<file path="src/rtl/nyq_vca.sv">
// Voltage-controlled amplifier after the Nyquist decimator: ADSR envelope stepped once per valid sample.
// Optional macro VCA_BYPASS_EN adds a parameter-controlled pass-through of the raw sample.
module nyq_vca #(
  parameter int ADDR_WIDTH = 6,
  parameter int MEM_WIDTH  = 24,
  parameter int IN_WIDTH   = 24,
  parameter int OUT_WIDTH  = 24,
  parameter int ENV_WIDTH  = 23
) (
  input  logic                        Clk_CI,
  input  logic                        Rst_RBI,
  input  logic                        WrEn_SI,
  input  logic [ADDR_WIDTH-1:0]       Addr_DI,
  input  logic signed [MEM_WIDTH-1:0] PAR_In_DI,
  input  logic signed [IN_WIDTH-1:0]  VCA_In_DI,
  input  logic                        VCA_Valid_DI,
  input  logic                        VCA_Gate_SI,
  output logic signed [OUT_WIDTH-1:0] VCA_Out_DO,
  output logic                        VCA_Valid_DO,
  output logic [2:0]                  VCA_State_DO,
  output logic [ENV_WIDTH-1:0]        VCA_Env_DO
);

  localparam int                   PW      = IN_WIDTH + ENV_WIDTH + 1;
  localparam logic [ENV_WIDTH-1:0] ENV_MAX = {ENV_WIDTH{1'b1}};
  localparam logic [ENV_WIDTH-1:0] ENV_0   = {ENV_WIDTH{1'b0}};

  typedef enum logic [2:0] {
    ST_IDLE    = 3'd0,
    ST_ATTACK  = 3'd1,
    ST_DECAY   = 3'd2,
    ST_SUSTAIN = 3'd3,
    ST_RELEASE = 3'd4
  } state_t;

  logic [ENV_WIDTH-1:0] r_a, r_d, r_s, r_r;
  logic                 r_en;
  state_t               r_state, w_state_nxt;
  logic [ENV_WIDTH-1:0] r_env, w_env_nxt;
  logic signed [OUT_WIDTH-1:0] r_out, w_out_nxt, w_scaled;
  logic                 r_vld;
  logic [ENV_WIDTH:0]   w_sum_a, w_sum_sd;
  logic                 w_unused_par;

  assign w_unused_par = ^{1'b0, PAR_In_DI[MEM_WIDTH-1:ENV_WIDTH]};

`ifdef VCA_BYPASS_EN
  logic r_byp;
`endif

  // Parameter memory: writes land on the clock edge, so a coincident tick still sees old values
  always_ff @(posedge Clk_CI or negedge Rst_RBI) begin
    if (!Rst_RBI) begin
      r_a  <= ENV_0;
      r_d  <= ENV_0;
      r_s  <= ENV_0;
      r_r  <= ENV_0;
      r_en <= 1'b0;
`ifdef VCA_BYPASS_EN
      r_byp <= 1'b0;
`endif
    end else if (WrEn_SI) begin
      case (Addr_DI)
        ADDR_WIDTH'(0): r_a  <= PAR_In_DI[ENV_WIDTH-1:0];
        ADDR_WIDTH'(1): r_d  <= PAR_In_DI[ENV_WIDTH-1:0];
        ADDR_WIDTH'(2): r_s  <= PAR_In_DI[ENV_WIDTH-1:0];
        ADDR_WIDTH'(3): r_r  <= PAR_In_DI[ENV_WIDTH-1:0];
        ADDR_WIDTH'(4): r_en <= PAR_In_DI[0];
`ifdef VCA_BYPASS_EN
        ADDR_WIDTH'(5): r_byp <= PAR_In_DI[0];
`endif
        default: ;
      endcase
    end
  end

  assign w_sum_a  = {1'b0, r_env} + {1'b0, r_a};
  assign w_sum_sd = {1'b0, r_s} + {1'b0, r_d};

  // Envelope state register
  always_ff @(posedge Clk_CI or negedge Rst_RBI) begin
    if (!Rst_RBI) begin
      r_state <= ST_IDLE;
      r_env   <= ENV_0;
    end else begin
      r_state <= w_state_nxt;
      r_env   <= w_env_nxt;
    end
  end

  // ADSR next-state; gate is only looked at on ticks
  always_comb begin
    w_state_nxt = r_state;
    w_env_nxt   = r_env;
    if (!r_en) begin
      w_state_nxt = ST_IDLE;
      w_env_nxt   = ENV_0;
    end else if (VCA_Valid_DI) begin
      case (r_state)
        ST_IDLE: begin
          w_env_nxt = ENV_0;
          if (VCA_Gate_SI) w_state_nxt = ST_ATTACK;
          else             w_state_nxt = ST_IDLE;
        end
        ST_ATTACK: begin
          if (!VCA_Gate_SI) begin
            w_state_nxt = ST_RELEASE;
          end else if (w_sum_a >= {1'b0, ENV_MAX}) begin
            w_env_nxt   = ENV_MAX;
            w_state_nxt = ST_DECAY;
          end else begin
            w_env_nxt = w_sum_a[ENV_WIDTH-1:0];
          end
        end
        ST_DECAY: begin
          if (!VCA_Gate_SI) begin
            w_state_nxt = ST_RELEASE;
          end else if ({1'b0, r_env} <= w_sum_sd) begin
            w_env_nxt   = r_s;
            w_state_nxt = ST_SUSTAIN;
          end else begin
            w_env_nxt = r_env - r_d;
          end
        end
        ST_SUSTAIN: begin
          w_env_nxt = r_s;
          if (!VCA_Gate_SI) w_state_nxt = ST_RELEASE;
          else              w_state_nxt = ST_SUSTAIN;
        end
        ST_RELEASE: begin
          // Retrigger resumes the attack from wherever the release had got to
          if (VCA_Gate_SI) begin
            w_state_nxt = ST_ATTACK;
          end else if (r_env <= r_r) begin
            w_env_nxt   = ENV_0;
            w_state_nxt = ST_IDLE;
          end else begin
            w_env_nxt = r_env - r_r;
          end
        end
        default: begin
          w_state_nxt = ST_IDLE;
          w_env_nxt   = ENV_0;
        end
      endcase
    end else begin
      w_state_nxt = r_state;
      w_env_nxt   = r_env;
    end
  end

  // Env is below 1.0, so the floor-shifted product always fits the output width
  assign w_scaled = OUT_WIDTH'((PW'(VCA_In_DI) * PW'($signed({1'b0, r_env}))) >>> ENV_WIDTH);

  // Output sample select
  always_comb begin
    w_out_nxt = w_scaled;
    if (!r_en) begin
      w_out_nxt = {OUT_WIDTH{1'b0}};
`ifdef VCA_BYPASS_EN
    end else if (r_byp) begin
      w_out_nxt = OUT_WIDTH'(VCA_In_DI);
`endif
    end else begin
      w_out_nxt = w_scaled;
    end
  end

  // Output register: sample held between ticks, strobe delayed by one clock
  always_ff @(posedge Clk_CI or negedge Rst_RBI) begin
    if (!Rst_RBI) begin
      r_out <= {OUT_WIDTH{1'b0}};
      r_vld <= 1'b0;
    end else begin
      r_vld <= VCA_Valid_DI;
      if (VCA_Valid_DI) r_out <= w_out_nxt;
      else              r_out <= r_out;
    end
  end

  assign VCA_Out_DO   = r_out;
  assign VCA_Valid_DO = r_vld;
  assign VCA_State_DO = r_state;
  assign VCA_Env_DO   = r_env;

endmodule

</file>
<file path="config.mk">
export PLATFORM = sky130hd
export DESIGN_NAME = nyq_vca
export DESIGN_NICKNAME = d
export VERILOG_FILES = /design/src/rtl/nyq_vca.sv
export SDC_FILE = /design/constraint.sdc
export NUM_CORES = 2
export LEC_CHECK = 0
export CAP_MARGIN = 20
export CORE_ASPECT_RATIO = 0.5
export CORE_MARGIN = 5
export CORE_UTILIZATION = 58
export CTS_CLUSTER_SIZE = 14
export DETAILED_ROUTE_END_ITERATION = 8
export GPL_TIMING_DRIVEN = 0
export PLACE_DENSITY = 0.86
export SETUP_SLACK_MARGIN = 0.1
export SLEW_MARGIN = 10
export SYNTH_ARGS = -nofsm -noshare
export SYNTH_HDL_FRONTEND = slang
export SYNTH_SLANG_ARGS = --single-unit
</file>
<file path="constraint.sdc">
create_clock -name Clk_CI -period 7.4 [get_ports Clk_CI]
set_input_delay 1.48 -clock Clk_CI [delete_from_list [all_inputs] [get_ports Clk_CI]]
set_output_delay 1.48 -clock Clk_CI [all_outputs]
set_load 0.005 [all_outputs]
</file>
Word level (Yosys, flattened, before mapping)
Index checks and enable logic that the tools add are counted.

word-level totals
  register bits after elaboration = 144
  bits of input ports = 59
  output and inout port bits = 51
  word-level logic and storage cells = 62

operators by class
  add/subtract/negate cells = 4
  $mul = 1
  magnitude comparators = 3
  eq/ne operators = 15
  multiplexer cells = 21
  reductions and logical operators = 9

operators with widths
  operator                                               count
  2-to-1 mux 23 bit                                      8
  case mux 23 bit (4 select lines)                       1
  adder 23 x 23 -> 24 bit                                2
  multiplier 24 x 24 -> 47 bit                           1
  subtractor 23 bit                                      2
  2-to-1 mux 3 bit                                       9
  >= comparator 24 x 23 -> 1 bit, second input constant  1
  less-or-equal comparator 23 x 24 -> 1 bit              1
  2-to-1 mux 24 bit                                      1
  less-or-equal comparator 23 bit                        1
  case mux 3 bit (5 select lines)                        1
  equality test 6 x 2 -> 1 bit, second input constant    2
  inequality test 4 bit, second input constant           3
  AND reduction 2 bit                                    5
  inequality test 3 bit, second input constant           3
  AND reduction 4 bit                                    2
  equality test 3 x 2 -> 1 bit, second input constant    2
  equality test 6 x 1 -> 1 bit, second input constant    1
  equality test 6 x 3 -> 1 bit, second input constant    1
  zero test 6 bit                                        1
  equality test 3 x 1 -> 1 bit, second input constant    1
  equality test 3 bit, second input constant             1
  zero test 3 bit                                        1
  inequality test 2 bit, second input constant           1
  2-to-1 mux 1 bit                                       1

Depth between registers and ports, before layout
  word-level depth = 7
  gate-level depth with buffers = 26

Least setup slack after synthesis
No wires, ideal clock.

  path type = input -> register
  from = input VCA_In_DI[23]
  to = register r_out[21] (netlist: VCA_Out_DO[21])
  library setup time = 0.101 ns
  arrival = 7.766 ns
  setup slack = -0.467 ns
  cell stages on the path = 23
  path buffers = 1
  path through = clkbuf_1 > nand2_1 > fa_1 > inv_1 > fa_1 > inv_1 > fa_1 > inv_1 > fa_1 > fa_1 > fa_1 > inv_1 > fa_1 > inv_1 > ha_1 > a21o_1 > a21oi_1 > nor2_1 > o211ai_1 > o21ai_0 > o21ai_0 > a21boi_0 > o32ai_1

between the ends
  word-level cells in the longest chain between the ends = 2

RTL lines
  item                          RTL line  source
  from (decl)                   15        input logic signed [IN_WIDTH-1:0] VCA_In_DI,
  multiplier 24 x 24 -> 47 bit  153       assign w_scaled = OUT_WIDTH'((PW'(VCA_In_DI) * PW'($signed({1'b0, r_env}))) >>> ENV_WIDTH);
  2-to-1 mux 24 bit             158       if (!r_en) begin
  to (signal assigned)          172       r_out <= {OUT_WIDTH{1'b0}};
  to (signal assigned)          176       if (VCA_Valid_DI) r_out <= w_out_nxt;
  to (signal assigned)          177       else r_out <= r_out;
  to (decl)                     40        logic signed [OUT_WIDTH-1:0] r_out, w_out_nxt, w_scaled;

Every way passes these cells.
A chain may end at the register's enable or synchronous reset.

Worst setup path in the final report
  from = register r_env[8] (netlist: VCA_Env_DO[8])
  to = register r_out[23] (netlist: VCA_Out_DO[23])

between the ends
  word-level cells in the longest chain between the ends = 2

RTL lines
  item                          RTL line  source
  from (decl)                   39        logic [ENV_WIDTH-1:0] r_env, w_env_nxt;
  from (signal assigned)        87        r_env <= w_env_nxt;
  multiplier 24 x 24 -> 47 bit  153
  2-to-1 mux 24 bit             158

Every way passes these cells.

==> results.json <==
{
  "synth_area_leaders": "fa_1, dfrtp_1, ha_1",
  "grt-busiest-layer": "met2",
  "wl_per_cell_um": 23.6,
  "area_delta_synth_final_pct": 13.4,
  "period_minus_slack_ns": 8.17,
  "drcViolationCount": 0,
  "yosysWarnings": 0,
  "globalRouteOverflowTotal": 0,
  "syn_inst": 3389,
  "worst-setup-path-type": "reg -> reg",
  "globalplace.congestion": 0.998,
  "p_leak_uw": 0.0180,
  "cts_tree": "yes",
  "dp_hpwl_mm": 78.0,
  "synth_commonest_cells": "inv_1, fa_1, and2_1, nand2_1, ha_1",
  "antenna_found_initial": 6,
  "synth_compound_area_frac": 0.102,
  "slew_violations": 0,
  "ys_seq_area_frac": 0.115,
  "power_density_mw_per_mm2": 82.1,
  "ys_types": 86,
  "critPathCaptureType": "register",
  "clk_transition_reported_paths_ns": 0.07,
  "clk-insertion-delay-late_ns": 0.45,
  "synthMuxAreaShare": 0.0302,
  "groute.usage.overall": 0.342,
  "maxCapViolations": 0,
  "critPathSlowestCell": "dfrtp_2",
  "rsz0062_at_grt": "true",
  "p_int_uw": 1820,
  "cp-start-kind": "register",
  "synth-edff-count": 0,
  "switching_power_uw": 1090,
  "chipHeight_um": 174,
  "root_buffer": "clkbuf_16",
  "nNetsFinal": 4461,
  "synth-seq-cells": 144,
  "fin_tns_setup_ns": -11.31,
  "synth_xor_area_frac": 0.0278,
  "ff_latch_area_mm2": 0.00362,
  "grt_util_met1": 0.431,
  "dr.pass1.iters": 9,
  "yosysTopAreaCell": "fa_1",
  "finalSetupViolations": 21,
  "async_flop_share": 1.00,
  "drtIter0Drc": 2792,
  "skew_ns": 0.0171,
  "drive_gt1_frac": 0.118,
  "io_buffer_count": 108,
  "viasPerCell": 6.12,
  "crit_family": "adder cells",
  "cp_slowest_stage_delay_ns": 0.74,
  "comb_power_share": 0.361,
  "grt_max_degree": 112,
  "clockPowerShare": 0.318,
  "status": "finished with violations",
  "ioPinCount": 110,
  "slew_headroom": 0.284,
  "fp.dieW_um": 338,
  "yosys.area_share.simple": 0.153,
  "cp.required_ns": 7.66,
  "power.share.switching": 0.374,
  "placementRows": 60,
  "synthFlopType": "dfrtp_1",
  "setup_ws_ns": -0.770,
  "seqPwrFrac": 0.321,
  "cp_max_fo": 12,
  "met2_usage": 0.525,
  "fin_crit_sh": 1.10,
  "dieArea_mm2": 0.0588,
  "cts_buffers": 17,
  "cts_max_level": 4,
  "start_util": 0.583,
  "critPathArrivalTime_ns": 8.43,
  "synthesis.nets": 4266,
  "core_area_mm2": 0.0535,
  "drt_wl_total_mm": 102,
  "timing.critical_path.mode_cell": "fa_1",
  "netlist_area_mm2": 0.0312,
  "ir_drop_uv": 165,
  "fmax_ghz": 0.122,
  "hp-class": "reg -> reg",
  "synth_top_family_by_area": "adder cells",
  "violations": "negative setup slack",
  "yosysMostFrequentCell": "inv_1",
  "multiInputGateArea_mm2": 0.0249,
  "ant_nets": 0,
  "grt_pass1_wl_mm": 157,
  "grt_util_met3": 0.119,
  "synthAdderAreaFrac": 0.467,
  "critPathBufInv": 7,
  "hold_viol_final": 0,
  "avgSynthCellArea_um2": 9.21,
  "vias": 26400,
  "grt_pass1_vias": 28300,
  "fin_util": 0.661,
  "clock_sinks": 144,
  "fill_cells": 3930,
  "tightest_slew_ns": 1.07,
  "cts_max_path_buffers": 2,
  "synth_top_area_frac": 0.371
}
==> placed cells by master, fill, tap and decap left out, types with 35 or more instances in the layout <==
cell type / netlist / routed
xnor2_1: 56 / 49
clkbuf_1: 140 / 80
a21oi_1: 103 / 91
nor2_1: 77 / 77
clkdlybuf4s50_1: 0 / 84
xor2_1: 43 / 39
ha_1: 239 / 233
buf_4: 0 / 61
inv_1: 724 / 704
fa_1: 579 / 558
mux2_2: 81 / 81
a21o_1: 35 / 35
o21ai_0: 91 / 86
nand2_1: 277 / 274
dfrtp_1: 144 / 130
and2_1: 381 / 361
==> state kept, by name, summed over array words and instances, names as in the netlist <==
| name | flops |
|---|---|
| r_a | 23 |
| VCA_State_DO | 3 |
| VCA_Env_DO | 23 |
| r_s | 23 |
| r_en | 1 |
| r_d | 23 |
| r_r | 23 |
| VCA_Out_DO | 24 |
| VCA_Valid_DO | 1 |
==> layout make-up <==
type,count,area share
timing repair buffer,176,0.0470
clock inverter,14,0.00491
buffer,144,0.0265
clock buffer,18,0.0124
inverter,724,0.0769
sequential,144,0.102
tap,713,0.0252
antenna,4,0.000283
multi-input combinational,2377,0.705
==> path summary, 6_finish.rpt <==
| path | startpoint | endpoint | slack, ns | cells past startpoint |
|---|---|---|---|---|
| max | VCA_Env_DO[8] | VCA_Out_DO[23] | -0.77 | 26 |
| min | r_r[1] | r_r[1] | 0.51 | 1 |
| max reg2reg | VCA_Env_DO[8] | VCA_Out_DO[23] | -0.77 | 26 |
| min reg2reg | r_r[1] | r_r[1] | 0.51 | 1 |
| max in group asynchronous | Rst_RBI | VCA_Env_DO[20] | 5.61 | 2 |
| min in group asynchronous | Rst_RBI | r_a[2] | 0.90 | 1 |
==> kinds of logic (layout without fill, tap and decap cells) <==
logic type | after synthesis | after routing
XOR/XNOR | 99 | 99
AND/OR/NAND/NOR | 908 | 908
AO/OA/AOI/OAI | 468 | 468
adder cells (fa/ha/maj) | 818 | 818
multiplexers | 84 | 84
flip-flops | 144 | 144
buffers and inverters | 868 | 1076
other | 0 | 4
==> per-stage QoR <==
stage	setup WS (ns)	cells	instance area [um2]	power [uW]	hold WS (ns)
after global placement	-2.89	4210	33300	1860	0.487
after detailed placement	-2.91	4212	33300	1900	0.493
after global routing	-0.848	4312	35400	3030	0.512
after floorplan	-0.217	3389	31300	1590	0.479
after CTS	-0.643	4298	35000	2850	0.509
final	-0.770	4314	35400	2910	0.507
==> power by group through the flow <==
stage,Clock (uW),Sequential (uW),Combinational [uW]
4_1_cts,923,931,1000
6_report,923,934,1050
3_3_place_gp,0,942,921
2_1_floorplan,0,915,676
5_1_grt,959,940,1130
3_5_place_dp,0,945,959
==> routing by layer <==
metal,part of all wire,routed length [um]
met2,0.43,44300
met1,0.36,36700
met5,0,0
met4,0.061,6230
met3,0.14,14700
==> repair_timing <==
action / in CTS / in global routing
endpoints found under the setup margin: 24 / 24
cloned: 0 / 1
hold buffers: 0 / 0
pin swaps: 68 / 44
gates resized for setup: 289 / 127
buffers inserted: 54 / 12
(Power assumes the default switching activity.)
